### config.mk
export PLATFORM = sky130hd
export DESIGN_NAME = dct2d_engine
export DESIGN_NICKNAME = d
export VERILOG_FILES = /design/src/rtl/dct2d_engine.sv
export SDC_FILE = /design/constraint.sdc
export NUM_CORES = 2
export LEC_CHECK = 0
export CORE_MARGIN = 2
export CORE_UTILIZATION = 47
export DETAILED_ROUTE_END_ITERATION = 8
export PLACE_DENSITY = 0.73
export SYNTH_ARGS = -nofsm -noshare
export SYNTH_HDL_FRONTEND = slang
export SYNTH_SLANG_ARGS = --single-unit
### constraint.sdc
create_clock -name clk -period 8 [get_ports clk]
set_input_delay 0.8 -clock clk [delete_from_list [all_inputs] [get_ports clk]]
set_output_delay 0.8 -clock clk [all_outputs]
set_load 0.1 [all_outputs]
### src/rtl/dct2d_engine.sv
// dct2d_engine: streaming 8x8 inverse/forward DCT.
// Row-column decomposition on one time-shared multiply-accumulate unit, with
// 64-entry input, transpose and output buffers and valid/ready handshakes.
module dct2d_engine #(
    parameter int DW = 10,
    parameter int OW = 10,
    parameter int MW = 16
) (
    input  logic                 clk,
    input  logic                 reset,
    input  logic                 mode,
    input  logic                 in_valid,
    input  logic signed [DW-1:0] in_data,
    output logic                 in_ready,
    output logic                 out_valid,
    output logic signed [OW-1:0] out_data,
    output logic [5:0]           out_addr,
    input  logic                 out_ready,
    output logic                 busy
);

    localparam int KW   = 13;
    localparam int AW   = (DW > MW) ? DW : MW;
    localparam int PW   = AW + KW;
    localparam int ACCW = PW + 3;

    localparam logic signed [ACCW-1:0] T_MAX = ACCW'(2 ** (MW - 1) - 1);
    localparam logic signed [ACCW-1:0] T_MIN = ACCW'(-(2 ** (MW - 1)));
    localparam logic signed [ACCW-1:0] O_MAX = ACCW'(2 ** (OW - 1) - 1);
    localparam logic signed [ACCW-1:0] O_MIN = ACCW'(-(2 ** (OW - 1)));

    typedef enum logic [1:0] {LOAD, PASS1, PASS2, OUT} state_t;

    state_t state, next_state;

    logic [5:0] load_cnt;
    logic [9:0] mac_cnt;
    logic [5:0] out_cnt;
    logic       blk_mode;

    logic signed [DW-1:0] ibuf [64];
    logic signed [MW-1:0] tbuf [64];
    logic signed [OW-1:0] obuf [64];

    logic in_fire, out_fire;

    // Issue-stage signals
    logic [5:0]           res_idx;
    logic [2:0]           term, row, col;
    logic                 issue;
    logic signed [AW-1:0] opnd;
    logic signed [KW-1:0] kc;

    // Pipeline registers: operand fetch, then product
    logic                 va, first_a, last_a, pass2_a;
    logic [5:0]           addr_a;
    logic signed [AW-1:0] a_q;
    logic signed [KW-1:0] k_q;
    logic                 vb, first_b, last_b, pass2_b;
    logic [5:0]           addr_b;
    logic signed [PW-1:0] p_q;

    // Accumulate and writeback
    logic signed [ACCW-1:0] acc, acc_sum, rnd;
    logic signed [MW-1:0]   t_val;
    logic signed [OW-1:0]   o_val;
    logic                   t_we, o_we;

    // K[u][x] = round(2048*c(u)*cos((2x+1)u*pi/16)), folded onto one quadrant
    function automatic logic signed [KW-1:0] coef(input logic [2:0] u, input logic [2:0] x);
        int  m;
        int  mag;
        logic neg;
        m = ((2 * int'(x) + 1) * int'(u)) % 32;
        if (m > 16) m = 32 - m;
        neg = (m > 8);
        if (neg) m = 16 - m;
        case (m)
            0:       mag = 2048;
            1:       mag = 2009;
            2:       mag = 1892;
            3:       mag = 1703;
            4:       mag = 1448;
            5:       mag = 1138;
            6:       mag = 784;
            7:       mag = 400;
            default: mag = 0;
        endcase
        if (u == 3'd0) begin
            mag = 1448;
            neg = 1'b0;
        end
        return neg ? KW'(-mag) : KW'(mag);
    endfunction

    assign in_fire  = in_valid && (state == LOAD);
    assign out_fire = out_ready && (state == OUT);

    assign res_idx = mac_cnt[8:3];
    assign term    = mac_cnt[2:0];
    assign row     = res_idx[5:3];
    assign col     = res_idx[2:0];

    // State register
    always_ff @(posedge clk or posedge reset) begin
        if (reset) state <= LOAD;
        else       state <= next_state;
    end

    // Next-state decode and handshake outputs
    always_comb begin
        next_state = state;
        in_ready   = 1'b0;
        out_valid  = 1'b0;
        busy       = 1'b1;
        out_data   = '0;
        out_addr   = '0;
        case (state)
            LOAD: begin
                in_ready = 1'b1;
                busy     = 1'b0;
                if (in_fire && load_cnt == 6'd63) next_state = PASS1;
            end
            PASS1: begin
                if (mac_cnt == 10'd511) next_state = PASS2;
            end
            PASS2: begin
                // two extra cycles let the last result drain through the pipeline
                if (mac_cnt == 10'd513) next_state = OUT;
            end
            OUT: begin
                out_valid = 1'b1;
                out_data  = obuf[out_cnt];
                out_addr  = out_cnt;
                if (out_fire && out_cnt == 6'd63) next_state = LOAD;
            end
            default: next_state = LOAD;
        endcase
    end

    // Block counters and the per-block mode latch
    always_ff @(posedge clk or posedge reset) begin
        if (reset) begin
            load_cnt <= '0;
            mac_cnt  <= '0;
            out_cnt  <= '0;
            blk_mode <= 1'b0;
        end else begin
            if (in_fire) begin
                load_cnt <= load_cnt + 6'd1;
                if (load_cnt == 6'd0) blk_mode <= mode;
            end
            if (state != next_state)
                mac_cnt <= '0;
            else if (state == PASS1 || state == PASS2)
                mac_cnt <= mac_cnt + 10'd1;
            if (out_fire) out_cnt <= out_cnt + 6'd1;
        end
    end

    // Operand and coefficient selection for the current MAC term
    always_comb begin
        issue = 1'b0;
        opnd  = '0;
        kc    = '0;
        case (state)
            PASS1: begin
                issue = 1'b1;
                opnd  = AW'(ibuf[{row, term}]);
                kc    = blk_mode ? coef(col, term) : coef(term, col);
            end
            PASS2: begin
                issue = !mac_cnt[9];
                opnd  = AW'(tbuf[{term, col}]);
                kc    = blk_mode ? coef(row, term) : coef(term, row);
            end
            default: ;
        endcase
    end

    // Fetch and multiply pipeline stages plus the running accumulator
    always_ff @(posedge clk or posedge reset) begin
        if (reset) begin
            va      <= 1'b0;
            first_a <= 1'b0;
            last_a  <= 1'b0;
            pass2_a <= 1'b0;
            addr_a  <= '0;
            a_q     <= '0;
            k_q     <= '0;
            vb      <= 1'b0;
            first_b <= 1'b0;
            last_b  <= 1'b0;
            pass2_b <= 1'b0;
            addr_b  <= '0;
            p_q     <= '0;
            acc     <= '0;
        end else begin
            va      <= issue;
            first_a <= (term == 3'd0);
            last_a  <= (term == 3'd7);
            pass2_a <= (state == PASS2);
            addr_a  <= res_idx;
            a_q     <= opnd;
            k_q     <= kc;
            vb      <= va;
            first_b <= first_a;
            last_b  <= last_a;
            pass2_b <= pass2_a;
            addr_b  <= addr_a;
            p_q     <= PW'(a_q) * PW'(k_q);
            if (vb) acc <= acc_sum;
        end
    end

    // Round the finished 8-term sum and saturate it for its destination
    always_comb begin
        acc_sum = (first_b ? ACCW'(0) : acc) + ACCW'(p_q);
        rnd     = (acc_sum + ACCW'(2048)) >>> 12;
        if (rnd > T_MAX)      t_val = T_MAX[MW-1:0];
        else if (rnd < T_MIN) t_val = T_MIN[MW-1:0];
        else                  t_val = rnd[MW-1:0];
        if (rnd > O_MAX)      o_val = O_MAX[OW-1:0];
        else if (rnd < O_MIN) o_val = O_MIN[OW-1:0];
        else                  o_val = rnd[OW-1:0];
        t_we = vb && last_b && !pass2_b;
        o_we = vb && last_b && pass2_b;
    end

    // Input sample buffer
    always_ff @(posedge clk) begin
        if (in_fire) ibuf[load_cnt] <= in_data;
    end

    // Transpose buffer written at the end of each first-pass sum
    always_ff @(posedge clk) begin
        if (t_we) tbuf[addr_b] <= t_val;
    end

    // Output buffer written at the end of each second-pass sum
    always_ff @(posedge clk) begin
        if (o_we) obuf[addr_b] <= o_val;
    end

endmodule

# Word level (Yosys, flattened, before mapping)
# Memories as Yosys holds them, arrays and structs flattened.
# Cells that the tools add are included.
# word_totals
output_inout_bits,19
inputBits,15
ram_bits,2304
n_memories,7
rom_bits,384
elab_cells,169
ff_bits,135
# op_classes
mux,68
n_eq_ne,9
mul,5
reduce_logical,25
bitwise_logic,4
n_addsub,20
n_lt_le_gt_ge,12
# memory_table
name,depth,width,read_ports,rd_ports_with_merged_regs,write_ports,line_no,source
tbuf,64,16,1,0,1,42,logic signed [MW-1:0] tbuf [64];
ibuf,64,10,1,0,1,41,logic signed [DW-1:0] ibuf [64];
obuf,64,10,1,0,1,43,logic signed [OW-1:0] obuf [64];
(name not given),8,12,1,0,0,78,case (m)
(name not given),8,12,1,0,0,78,
(name not given),8,12,1,0,0,78,
+1 memories,-,-,-,-,-,-,
# ops
op,n
$mux 32,17
$mux 13,18
$gt 32x5->1 const B,4
$sub 6x32->32 const A,4
$logic_not 29->1,4
$neg 13->13,4
$mux 10,5
$add 32x13->32 const B,1
$add 32x29->32,1
$mul 32x4->32,1
$mux 16,2
$pmux 16 s2,1
$sub 7x6->8 const A,4
$mul 16x13->29,1
$pmux 13 s2,1
$gt 6x6->1 const B,4
$gt 20x10->1 const B,1
$gt 20x16->1 const B,1
$lt 20x10->1 const B,1
$lt 20x16->1 const B,1
$reduce_or 5->1,4
$mux 1,17
$add 4x1->5 const B,3
$mul 5x3->5,3
other kinds (23),40

# Depth between registers and ports, before layout
# logic_depth
depth_word,18
depth_mapped,32
mapped_depth_nobuf,28

# Worst setup path before layout
# No wires, ideal clock.
# synth_timing
path_type,register -> register
from,register first_b
to,memory tbuf[0][2] (data pin)
period_less_slack_ns,7.144
setup_ns,0.702
path_buffers,1
required_ns,7.298
path_stages_with_launch,17
arrival_ns,6.442
slack_ns,0.856
cell_sequence,dfrtp_1 > clkbuf_1 > nor2b_1 > ha_1 > a211o_1 > o21bai_1 > o2111ai_2 > o21ai_1 > a211oi_1 > ha_1 > inv_1 > or4_4 > nor4_4 > nand3_2 > xnor2_4 > nor2_2 > o21ai_0
# synth_via
elab_chain_len,6
word_cells_on_any_way,7
classes_between,add/sub: 2; order compare: 2; mux: 3
# synth_lines
item,line_no,source
"start, declared",59,"logic vb, first_b, last_b, pass2_b;"
"start signal, assigned",207,first_b <= first_a;
$mux 32 (*),218,acc_sum = (first_b ? ACCW'(0) : acc) + ACCW'(p_q);
$add 32x29->32 (*),218,
named net acc_sum[11],64,"logic signed [ACCW-1:0] acc, acc_sum, rnd;"
$add 32x13->32 (*),219,rnd = (acc_sum + ACCW'(2048)) >>> 12;
$lt 20x16->1,221,else if (rnd < T_MIN) t_val = T_MIN[MW-1:0];
$mux 16,221,
$mux 16 (*),220,if (rnd > T_MAX) t_val = T_MAX[MW-1:0];
named net t_val[2],65,logic signed [MW-1:0] t_val;
"end, declared",42,
# Mark *: on every way through the listed nets, which the timed path passes. The rest lies on a longest branch.

# Final worst setup path
# layout_timing
from,register k_q[3]
to,register p_q[28]
# layout_via
elab_chain_len,1
# layout_lines
item,line_no,source
"start, declared",58,logic signed [KW-1:0] k_q;
"start signal, assigned",205,k_q <= kc;
$mul 16x13->29,211,p_q <= PW'(a_q) * PW'(k_q);
"end signal, assigned",211,
"end, declared",61,logic signed [PW-1:0] p_q;
# No other way between the ends.
# A chain may end at the register's enable or synchronous reset.

==> impl_metrics.csv <==
group,metric,value,unit
synth,synthCells,6018,
sta,period_minus_slack,6.94,ns
route,wirelength,250,mm
global_routing,grt_max_degree,134,
worst_setup_path,cpPeakStageDelay,0.71,ns
floorplan,fp.dieW,483,um
sta,hold_viol,0,
worst_setup_path,cp_num_buf_inv,5,
run_status,status,"finished, final reports clean",
worst_setup_path,crit_top_cell,"inv_1",
worst_setup_path,rrSetupSlack,1.06,ns
worst_setup_path,crit_arrival,7.67,ns
floorplan,die_area,234000,sq um
synth,synth_area_leader_cell,"edfxtp_1",
sta,slew_headroom,13.4,%
synth,synth_top_cells_by_area,"edfxtp_1 (64%), mux4_2 (14%), fa_1 (3.8%), dfrtp_1 (3.1%), ha_1 (1.8%)",
global_routing,grt_first_pass_wirelength,375,mm
worst_setup_path,critPathTopFamily,"adder cells",
synth,synth-async-reset-ratio,5.54,%
layout,final_common_cell,"edfxtp_1",
floorplan,start_util,47.4,%
sta,setup_viol,0,
synth,synth_seq_area_share,67.2,%
route,drt_pass1_iterations,6,
sta,drv_slew,0,
synth,syn_area_per_cell,17.9,sq um
worst_setup_path,worstPathMaxFanout,16,
synth,synth_top_flop_cell,"edfxtp_1",
clocking,cts_resized,0,
worst_setup_path,critPathKind,"flip-flop to flip-flop",
layout,mostFrequentLayoutCells,"edfxtp_1 (2304), mux4_2 (681), nor2_1 (366)",
clocking,h-tree-depth,4,
layout,syn_to_final_growth,11.5,%
placement,hpwl,150,mm
floorplan,die_h,483,um
route,via_per_inst,6.06,
floorplan,std_cell_rows,175,
flow_run,cap_viol_max_count,0,
synth,ys_seq_elements,2439,
clocking,cts_buffers,232,
clocking,cts_hold_buf,0,
global_routing,antenna_found_initial,9,
layout,drive_gt1_share,20.8,%
worst_setup_path,worstSetupEndpointType,"flip-flop",
clocking,cts.sinks,2439,
synth,synth_area,108000,sq um
placement,globalplace.congestion,0.854,
route,vias,56600,
clocking,insertion_delay,0.92,ns
clocking,clk_pin_slew,0.06,ns
global_routing,track_usage,21.2,%
route,ant_nets,0,
worst_setup_path,crit_required,8.74,ns
global_routing,grt_pass1_vias,57200,
sta,finalSetupTns,0,ns
clocking,post-cts-setup-buffers,0,
worst_setup_path,worstPathCellList,"nand2_1 -> fa_1 -> inv_1 -> fa_1 -> inv_1 -> fa_1 -> inv_1 -> ha_1 -> inv_1 -> fa_1 -> inv_1 -> ha_1 -> ha_1 -> a21oi_1 -> o21bai_1 -> a21oi_1 -> o21ai_0 -> a41oi_1 -> a31oi_1 -> a221oi_1 -> o21ai_0 -> a31o_2 -> a21oi_1 -> xnor2_1",
hold_path,hold_path.class,"primary input to async pin",
global_routing,grt_overflow,0,
synth,yosys.area.top_type_share,64.1,%
route,wl_per_cell,26.7,um
synth,yosys_warnings,0,
worst_setup_path,startpoint_type,"flip-flop",
sta,clock.fmax,144,MHz
worst_setup_path,critPathSlowestCell,"dfrtp_1",
synth,yosysUniqueCellTypes,97,
floorplan,ios,34,
sta,rsz0062_at_grt,"no",
sta,fin_crit_sh,86.7,%
clocking,cts_max_path_buffers,3,
clocking,cts_root_buffer,"clkbuf_16",
sta,fin_skew,0.103,ns
route,route.detailed.drc,0,
placement,port_buffers,33,
clocking,cts_tree,"yes",
layout,final_nets,6503,
floorplan,core-area,228000,sq um
sta,tightest_slew,1.30,ns
synth,synth_edf_count,2304,
route,drt-initial-drc-count,6656,
routing by layer:
layer | share of wire, % | up-vias | global-route usage (%)
met5 | 0.0052 | - | 0
met4 | 2.4 | 2 | 5.68
met3 | 7.9 | 380 | 3.25
met2 | 49 | 2625 | 34.4
met1 | 41 | 29700 | 30.3
li1 | - | 23900 | -
sequential cells by signal (all words and copies together), names as in the netlist, 2 cells and up:
register / cells
a_q: 16
acc: 32
addr_a: 6
addr_b: 6
ibuf: 640
k_q: 13
load_cnt: 6
mac_cnt: 10
obuf: 640
out_cnt: 6
p_q: 29
state: 2
tbuf: 1024
path summary, 6_finish.rpt:
check / startpoint / end / cells past startpoint
worst max-delay path: k_q[3] / p_q[28] / 24
worst min-delay path: reset / load_cnt[3] / 2
worst max register to register: k_q[3] / p_q[28] / 24
worst min register to register: addr_a[1] / addr_b[1] / 0
max in group asynchronous: reset / out_cnt[0] / 3
min in group clk: addr_a[1] / addr_b[1] / 0
layout make-up:
type                       instances  area [sq um]
timing repair buffer             184          1480
clock inverter                   147          1970
inverter                         266          1000
multi-input combinational       3003         33400
antenna                            6          15.0
fill                           17400        108000
tap                             3009          3760
sequential                      2439         72600
clock buffer                     292          6110
kinds of logic after synthesis:
group | synth area share, %
adders and majority gates | 5.61
buffers and inverters | 2.04
muxes | 15.6
and+or+nand+nor | 4.68
xor gates and xnor gates | 1.16
other | 0.00347
DFF | 67.2
AOI/OAI and AO/OA | 3.69
stage by stage:
step | cell area (sq um) | cells | setup slack, ns | util, % | hold WS (ns)
6_report | 120000 | 9346 | 1.06 | 52.8 | 0.241
5_1_grt | 120000 | 9341 | 0.522 | 52.8 | 0.240
4_1_cts | 120000 | 9340 | 0.904 | 52.8 | 0.199
3_5_place_dp | 112000 | 8901 | 0.930 | 49.3 | 0.336
3_3_place_gp | 112000 | 8901 | 1.02 | 49.3 | 0.334
2_1_floorplan | 108000 | 6021 | 0.856 | - | 0.331
Yosys cell counts (all sizes together) (100+ instances only):
library cell	count
clkbuf	227
dfrtp	135
fa	203
o21ai	131
nor2	368
edfxtp	2304
a21oi	145
and2	100
ha	159
inv	265
nand2	314
mux2i	101
mux4	681
Power is not shown: default switching activity piles up to over one toggle a cycle in this logic, so the estimate is an artifact.
